$ cat src/rtl/acap_mailbox_ctrl_pkg.sv
// -----------------------------------------------------------------------------
// acap_mailbox_ctrl_pkg
// Shared definitions for the mailbox controller: default mailbox addresses,
// magic words, timing defaults, accumulator data sizing and the FSM state
// encoding. No ports; imported by the controller and its bench.
// -----------------------------------------------------------------------------
package acap_mailbox_ctrl_pkg;

  // Accumulator data region and descriptor ring sizing (words / entries).
  localparam int DATA_SIZE_ARB = 1024;
  localparam int RING_SIZE     = 16;

  // Default mailbox locations (BRAM word addresses) and handshake values.
  localparam logic [31:0] MB_START_ADDR   = 32'h0000_1004;
  localparam logic [31:0] MB_DONE_ADDR    = 32'h0000_1789;
  localparam logic [31:0] MB_START_MAGIC  = 32'hdead_beef;
  localparam logic [31:0] MB_DONE_MAGIC   = 32'hd01e_cafe;
  localparam logic [31:0] MB_ERR_MAGIC    = 32'hbad0_cafe;

  // Default timing.
  localparam int MB_POLL_GAP    = 16;
  localparam int MB_TIMEOUT_CYC = 200000;

  // Byte-enable patterns; the BRAM port only ever sees whole-word writes.
  localparam logic [3:0] WE_ALL  = 4'b1111;
  localparam logic [3:0] WE_NONE = 4'b0000;

  typedef enum logic [3:0] {
    IDLE      = 4'd0,
    POLL_RD   = 4'd1,
    POLL_CHK  = 4'd2,
    CLR_START = 4'd3,
    CLR_DONE  = 4'd4,
    START     = 4'd5,
    RUN       = 4'd6,
    DONE_WR   = 4'd7,
    GAP       = 4'd8
  } mb_state_e;

  // A job is in progress from clearing the start mailbox up to and
  // including the completion write.
  function automatic logic state_is_busy(input mb_state_e s);
    case (s)
      CLR_START, CLR_DONE, START, RUN, DONE_WR: return 1'b1;
      default:                                  return 1'b0;
    endcase
  endfunction

endpackage

$ cat src/rtl/acap_mailbox_ctrl_cycle_counter.sv
// -----------------------------------------------------------------------------
// cycle_counter
// Loadable down-counter with a terminal-count flag. Used for both the poll
// gap and the RUN timeout (the two never overlap).
// Ports:
//   clk       in   clock, rising edge
//   resetn    in   asynchronous active-low reset (count -> 0)
//   load      in   load load_val this cycle (has priority over en)
//   load_val  in   WIDTH value to load
//   en        in   decrement by one while the count is non-zero
//   tc        out  count is zero
// -----------------------------------------------------------------------------
module cycle_counter #(
  parameter int WIDTH = 32
) (
  input  logic             clk,
  input  logic             resetn,
  input  logic             load,
  input  logic [WIDTH-1:0] load_val,
  input  logic             en,
  output logic             tc
);

  logic [WIDTH-1:0] count_reg;

  always_ff @(posedge clk or negedge resetn) begin
    if (!resetn) begin
      count_reg <= '0;
    end else if (load) begin
      count_reg <= load_val;
    end else if (en && (count_reg != '0)) begin
      count_reg <= count_reg - 1'b1;
    end
  end

  assign tc = (count_reg == '0);

endmodule

$ cat src/rtl/acap_mailbox_ctrl.sv
// -----------------------------------------------------------------------------
// acap_mailbox_ctrl
// Polls a host start mailbox in BRAM, launches the accumulator core, hands
// the BRAM port to the core while it runs, then posts a completion (or
// timeout) word to the done mailbox.
// Ports:
//   clk, resetn                 clock / asynchronous active-low reset
//   ctrl_en                     1 = polling allowed, 0 = finish job then idle
//   bram_addr/wdata/we          shared BRAM port (we is 4'hf or 4'h0)
//   bram_rdata                  BRAM read data, one cycle after address
//   core_addr/wdata/we          core request, reaches BRAM only in RUN
//   core_rdata                  bram_rdata forwarded to the core
//   core_start / core_done      one-cycle launch pulse / completion
//   busy / err / job_count      job active / sticky timeout / completed jobs
// -----------------------------------------------------------------------------
module acap_mailbox_ctrl
  import acap_mailbox_ctrl_pkg::*;
#(
  parameter logic [31:0] START_ADDR  = MB_START_ADDR,
  parameter logic [31:0] DONE_ADDR   = MB_DONE_ADDR,
  parameter logic [31:0] START_MAGIC = MB_START_MAGIC,
  parameter logic [31:0] DONE_MAGIC  = MB_DONE_MAGIC,
  parameter logic [31:0] ERR_MAGIC   = MB_ERR_MAGIC,
  parameter int          POLL_GAP    = MB_POLL_GAP,
  parameter int          TIMEOUT_CYC = MB_TIMEOUT_CYC
) (
  input  logic        clk,
  input  logic        resetn,
  input  logic        ctrl_en,
  output logic [31:0] bram_addr,
  output logic [31:0] bram_wdata,
  output logic [3:0]  bram_we,
  input  logic [31:0] bram_rdata,
  input  logic [31:0] core_addr,
  input  logic [31:0] core_wdata,
  input  logic [3:0]  core_we,
  output logic [31:0] core_rdata,
  output logic        core_start,
  input  logic        core_done,
  output logic        busy,
  output logic        err,
  output logic [15:0] job_count
);

  // The counter runs down to zero, so a load of N-1 gives N cycles.
  localparam logic [31:0] GAP_LOAD     = 32'(POLL_GAP - 1);
  localparam logic [31:0] TIMEOUT_LOAD = 32'(TIMEOUT_CYC - 1);

  mb_state_e   state_reg, state_next;
  logic        err_reg;
  logic [15:0] job_count_reg;

  logic        cnt_load, cnt_en, cnt_tc;
  logic [31:0] cnt_load_val;
  logic        set_err, inc_job;

  cycle_counter #(.WIDTH(32)) u_cycle_counter (
    .clk      (clk),
    .resetn   (resetn),
    .load     (cnt_load),
    .load_val (cnt_load_val),
    .en       (cnt_en),
    .tc       (cnt_tc)
  );

  always_comb begin
    state_next   = state_reg;
    bram_addr    = '0;
    bram_wdata   = '0;
    bram_we      = WE_NONE;
    core_start   = 1'b0;
    cnt_load     = 1'b0;
    cnt_load_val = GAP_LOAD;
    cnt_en       = 1'b0;
    set_err      = 1'b0;
    inc_job      = 1'b0;

    case (state_reg)
      IDLE: begin
        if (ctrl_en) state_next = POLL_RD;
      end
      POLL_RD: begin
        bram_addr  = START_ADDR;
        state_next = POLL_CHK;
      end
      POLL_CHK: begin
        if (bram_rdata == START_MAGIC) begin
          state_next = CLR_START;
        end else begin
          cnt_load   = 1'b1;
          state_next = GAP;
        end
      end
      CLR_START: begin
        bram_addr  = START_ADDR;
        bram_we    = WE_ALL;
        state_next = CLR_DONE;
      end
      CLR_DONE: begin
        bram_addr  = DONE_ADDR;
        bram_we    = WE_ALL;
        state_next = START;
      end
      START: begin
        core_start   = 1'b1;
        cnt_load     = 1'b1;
        cnt_load_val = TIMEOUT_LOAD;
        state_next   = RUN;
      end
      RUN: begin
        // Core owns the port; partial byte enables are dropped so the BRAM
        // only ever sees whole-word writes.
        bram_addr  = core_addr;
        bram_wdata = core_wdata;
        bram_we    = (core_we == WE_ALL) ? WE_ALL : WE_NONE;
        cnt_en     = 1'b1;
        if (core_done) begin
          state_next = DONE_WR;
        end else if (cnt_tc) begin
          // Abort: the error word replaces the core's request this cycle.
          bram_addr  = DONE_ADDR;
          bram_wdata = ERR_MAGIC;
          bram_we    = WE_ALL;
          set_err    = 1'b1;
          state_next = IDLE;
        end
      end
      DONE_WR: begin
        bram_addr  = DONE_ADDR;
        bram_wdata = DONE_MAGIC;
        bram_we    = WE_ALL;
        inc_job    = 1'b1;
        cnt_load   = 1'b1;
        state_next = GAP;
      end
      GAP: begin
        cnt_en = 1'b1;
        if (cnt_tc) state_next = ctrl_en ? POLL_RD : IDLE;
      end
      default: state_next = IDLE;
    endcase
  end

  always_ff @(posedge clk or negedge resetn) begin
    if (!resetn) begin
      state_reg     <= IDLE;
      err_reg       <= 1'b0;
      job_count_reg <= '0;
    end else begin
      state_reg <= state_next;
      if (set_err) err_reg <= 1'b1;
      if (inc_job) job_count_reg <= job_count_reg + 16'd1;
    end
  end

  assign core_rdata = bram_rdata;
  assign busy       = state_is_busy(state_reg);
  assign err        = err_reg;
  assign job_count  = job_count_reg;

endmodule

$ cat config.mk
export PLATFORM = sky130hd
export DESIGN_NAME = acap_mailbox_ctrl
export DESIGN_NICKNAME = d
export VERILOG_FILES = /design/src/rtl/acap_mailbox_ctrl_pkg.sv /design/src/rtl/acap_mailbox_ctrl_cycle_counter.sv /design/src/rtl/acap_mailbox_ctrl.sv
export SDC_FILE = /design/constraint.sdc
export NUM_CORES = 1
export LEC_CHECK = 0
export BUFFER_PORTS_ARGS = -buffer_cell sky130_fd_sc_hd__buf_2
export CORE_MARGIN = 1
export CORE_UTILIZATION = 44
export DETAILED_ROUTE_END_ITERATION = 6
export GPL_TIMING_DRIVEN = 0
export PLACE_DENSITY = 0.8
export SYNTH_ARGS = -nofsm -noshare
export SYNTH_HDL_FRONTEND = slang
export SYNTH_SLANG_ARGS = --single-unit
$ cat constraint.sdc
create_clock -name clk -period 3 [get_ports clk]
set_input_delay 0.6 -clock clk [delete_from_list [all_inputs] [get_ports clk]]
set_output_delay 0.6 -clock clk [all_outputs]
set_load 0.1 [all_outputs]
# Word level (Yosys, flattened, before mapping)
# Index checks and enable logic that the tools add are counted.
[totals]
ff_bits = 53
output_inout_bits = 119
input_bits = 104
word_cells = 60
[classes]
reduce_logical = 12
n_eq_ne = 13
add_sub_neg = 2
muxes = 29
[ops]
columns = ["cell", "count"]
rows = [
  ["$mux W32", 6],
  ["$pmux W32 S3", 1],
  ["$pmux W32 S2", 1],
  ["$pmux W4 S9", 1],
  ["$eq A32 B32 Y1 const B", 1],
  ["$logic_not A32 Y1", 1],
  ["$mux W4", 8],
  ["$reduce_bool A32 Y1", 1],
  ["$sub A32 B1 Y32 const B", 1],
  ["$mux W18", 1],
  ["$add A16 B1 Y16 const B", 1],
  ["$eq A4 B3 Y1 const B", 4],
  ["$mux W1", 9],
  ["$eq A4 B2 Y1 const B", 2],
  ["$eq A4 B4 Y1 const B", 2],
  ["$pmux W4 S2", 1],
  ["$reduce_or A2 Y1", 4],
  ["$reduce_or A5 Y1", 1],
  ["$eq A4 B1 Y1 const B", 1],
  ["$logic_not A4 Y1", 1],
  ["$ne A2 B2 Y1 const B", 2],
  ["$ne A3 B3 Y1 const B", 1],
  ["$reduce_and A3 Y1", 1],
  ["$reduce_or A3 Y1", 1],
  ["3 further kinds", 3],
]

# Depth between registers and ports, before layout
[logic_depth]
word_depth = 6
mapped_depth = 10
depth_no_buf = 8

# By module
# From an unflattened synthesis, not the netlist that was laid out.
[hier_totals]
hier_cells = 499
area_unflattened_um2 = 4025.1
[by_module_without_submodules]
columns = ["module", "cells_per_inst", "seq_area_each_um2", "area_each_um2", "instances"]
rows = [
  ["cycle_counter", 234, 800.8, 2067.0, 1],
  ["acap_mailbox_ctrl", 265, 525.5, 1958.1, 1],
]

# Least setup slack after synthesis
# Ideal clock, no wire load.
[synth_path]
path_type = "flip-flop to output port"
from = "register u_cycle_counter.count_reg[15]"
to = "output port bram_addr[12]"
stages_incl_launch_ff = 7
path_slack_ns = -0.652
arrival_ns = 3.052
path_buffers = 0
required_ns = 2.400
path_cell_list = "dfrtp_1 -> or4_1 -> nor4_2 -> nand3_1 -> nor2_4 -> nor4b_1 -> nor2_1"
[synth_between]
elab_chain_len = 4
[synth_rtl]
columns = ["item", "line", "rtl"]
rows = [
  ["from (decl)", "acap_mailbox_ctrl_cycle_counter.sv:24", "logic [WIDTH-1:0] count_reg;"],
  ["from (signal assigned)", "acap_mailbox_ctrl_cycle_counter.sv:30", "count_reg <= load_val;"],
  ["from (signal assigned)", "acap_mailbox_ctrl_cycle_counter.sv:32", "count_reg <= count_reg - 1'b1;"],
  ["$logic_not A32 Y1", "acap_mailbox_ctrl_cycle_counter.sv:36", "assign tc = (count_reg == '0);"],
  ["$mux W32", "acap_mailbox_ctrl.sv:119", "end else if (cnt_tc) begin"],
  ["$mux W32", "acap_mailbox_ctrl.sv:117", "if (core_done) begin"],
  ["$pmux W32 S3", "acap_mailbox_ctrl.sv:78", "case (state_reg)"],
  ["to (decl)", "acap_mailbox_ctrl.sv:30", "output logic [31:0] bram_addr,"],
]
# Every way passes these cells.

# Worst setup path in the final report
[layout_path]
from = "register state_reg[3]"
to = "output port bram_wdata[16]"
[layout_between]
elab_chain_len = 2
word_cells_on_any_way = 3
classes_between = "2 x eq/ne; 1 x mux"
[layout_rtl]
columns = ["item", "line", "rtl"]
rows = [
  ["from (decl)", "acap_mailbox_ctrl.sv:49", "mb_state_e state_reg, state_next;"],
  ["from (signal assigned)", "acap_mailbox_ctrl.sv:150", "state_reg <= state_next;"],
  ["$eq A4 B3 Y1", "acap_mailbox_ctrl.sv:78", ""],
  ["$pmux W32 S2 *", "acap_mailbox_ctrl.sv:78", ""],
  ["to (decl)", "acap_mailbox_ctrl.sv:31", "output logic [31:0] bram_wdata,"],
]
# Mark *: on every way between the ends. The rest lies on a longest branch, timed or not.

==> metrics.txt <==
status complete, but fails checks; violated checks setup timing; GRT overflow 0; P_leak roughly 3.2 nW; CTS max path bufs 2; largest net degree at the start of global routing 54; setup slack after layout -0.837 ns; most frequent cells in the layout 155 x buf_2, 63 x buf_12, 53 x dfrtp_1; Fmax between 200 and 300 MHz; XOR/XNOR Fraction of Synth Area 0.0793; core area approximately 8300 sq um; Clk pin slew, worst setup/hold paths ~0.090 ns; Detailed Route Iter0 Violations roughly 1.1k; complex-gate fraction of the synthesized area 0.146; max FFs per register 32; register area share after synthesis 0.353; syn_area_per_cell about 8.7 sq um; Tot Pwr 5.15 mW; Post-DP HPWL roughly 11,000 um; synthesis-stage register bit count between 50 and 60; Worst Hold Depth 1; yosys warns 0; die height between 90 and 100 um; RSZ-0062 raised after global routing true; share of cells above drive strength 1 0.537; Post-Synth Adder-Cell Area 0.0100; worst r2r src u_cycle_counter.count_reg[14]$_DFFE_PN0P_; worst endpoint required time ~2.4 ns; Synth Area in Simple Gates 0.308; Layout area overhead 77.1%; worst-margin pin slew 1.18 ns; commonest non-fill, non-tap cell in the layout buf_2; gr usage total 0.411; async set-reset flop share out of synthesis 1.00; Filler cells about 430; RePlAce Congestion roughly 0.91; r2r worst-path depth 8; Rows 33; peak supply drop 0.392 mV; mux cell area share after synthesis 0.00300; area leader, netlist dfrtp_1; reg2reg end u_cycle_counter.count_reg[17]$_DFFE_PN0P_; vias in the first global route around 4.7k; Synth area leaders dfrtp_1 35%, buf_4 7.2%, and3_1 6.7%; Cell variety after synth 56; crit-path max FO 10; CP arrival 3.24 ns; Mapped Cells roughly 430; ys flop type dfrtp_1; clk_skew ~0.017 ns; worst skew pair latency between 0.3 and 0.4 ns; Hold/Removal Path Class flop to flop; Nets 782; CTS buffer count 5; Reg2Reg Setup Slack roughly 0.03 ns; vias per inst ~7; crit end category output pin; CTS tree yes; Setup crit start kind flop; CTS Root Cell clkbuf_8; WL/cell around 30 um; Post-synth EDFFs 0; Slew headroom 0.213; Worst Hold Endpoint job_count[15]$_DFFE_PN0P_; Ports about 220; final wirelength 23,300 um; Post-Synthesis Cell Area approximately 3800 sq um; final setup fails 70; htree depth 2; via count 5,396; Initial Utilization 0.455; cell count after placement 760; Final Max Slew Viols 0; Power Dens Cells between 700 and 800 nW/um^2; Detailed Routing Iterations Pass 1 7; die area about 8900 sq um; DRC Markers 0; first-pass GRT wire length ~27,000 um; Post-Synthesis Net Count 540; Port Buffer Count between 200 and 250; count of final hold-check violations 0; Final Critical Period approximately 3.8 ns; min-delay src job_count[15]$_DFFE_PN0P_; initial antenna violation count 8; clk sink count 53; Routed Antenna Nets 0; fin crit share 1.28; Finished Layout Cells 790; pre-CTS setup slack -0.484 ns; Synth top area share 0.353; largest family of logic cells by synthesized area simple AND/OR/NAND/NOR gates; Max-Cap Viols 0; chip width 94.4 um; crit path kind flop to output pin; setup_tns -34.95 ns
per-layer routing:
layer,global-route usage,share of wire
met5,0,0.0042
met4,0.249,0.11
met3,0.171,0.17
met2,0.619,0.41
met1,0.485,0.31
synth_stat cells (all sizes together), types with 3 or more instances:
library cell and n:
nand3 15, inv 3, nor4 18, and3 40
dfrtp 53, o21a 25, nand2 22, or4 4
a21oi 19, a21o 5, nor3 13, nand3b 3
a31oi 4, clkbuf 23, nand4 8, nor2 47
xor2 11, or3 6, nor2b 7, o22a 7
buf 38, ha 3, xnor2 23, nand4b 7
o21ai 5
power by group:
group          internal [mW]  switching, mW
combinational           1.16           2.48
clock                  0.273          0.253
sequential             0.803          0.171
worst max-delay path, stage by stage (launching register included):
cell and delay [ns]:
dfrtp_1 0.51, nor2b_2 0.47, nand2_1 0.29, nor2_1 0.36, clkbuf_1 0.50, and3_1 0.49, buf_6 0.28
through the flow:
stage	util	cell area (sq um)	hold WS, ns
global placement	0.616	5090	0.444
global route	0.805	6650	0.503
floorplan	-	3850	0.304
finish	0.805	6650	0.477
detailed placement	0.616	5090	0.458
CTS	0.792	6540	0.475
layout make-up:
cell class / count / area, sq um / share of cell area
Buffer: 60 / 440 / 0.0662
Clock inverter: 1 / 30.0 / 0.00452
Antenna cell: 9 / 22.5 / 0.00339
Timing Repair Buffer: 236 / 2210 / 0.332
Clock buffer: 7 / 86.3 / 0.0130
Sequential cell: 53 / 1330 / 0.199
Multi-Input combinational cell: 316 / 2390 / 0.360
Tap cell: 105 / 131 / 0.0198
Inverter: 3 / 11.3 / 0.00169
kinds of logic after synthesis:
family                   count (synthesis)
AO/OA/AOI/OAI                           78
multiplexers                             1
buffers and inverters                   64
adder cells (fa/ha/maj)                  3
flip-flops                              53
XOR/XNOR                                34
AND/OR/NAND/NOR                        200
what timing repair did:
| action | 4_1_cts | 5_1_grt |
|---|---|---|
| cloned | 2 | 0 |
| endpoints found under the setup margin | 69 | 69 |
| setup buffers | 8 | 4 |
| hold buffers | 0 | 0 |
| resized for setup | 320 | 14 |
| pin swaps | 17 | 6 |
how the worst max path moves through the flow:
stage               slack (ns)  cells after the start        endpoint                                      start
finish                   -0.84                      6  bram_wdata[16]                   state_reg[3]$_DFFE_PN0P_
global route             -0.76                      6  bram_wdata[16]                   state_reg[3]$_DFFE_PN0P_
CTS                      -0.14                      8      bram_we[1]  u_cycle_counter.count_reg[10]$_DFFE_PN0P_
detailed placement       -0.48                      9      bram_we[1]  u_cycle_counter.count_reg[23]$_DFFE_PN0P_
global placement         -0.40                      8   bram_wdata[1]   u_cycle_counter.count_reg[3]$_DFFE_PN0P_
floorplan                -0.14                      6   bram_addr[12]  u_cycle_counter.count_reg[10]$_DFFE_PN0P_
(Power assumes the default switching activity.)
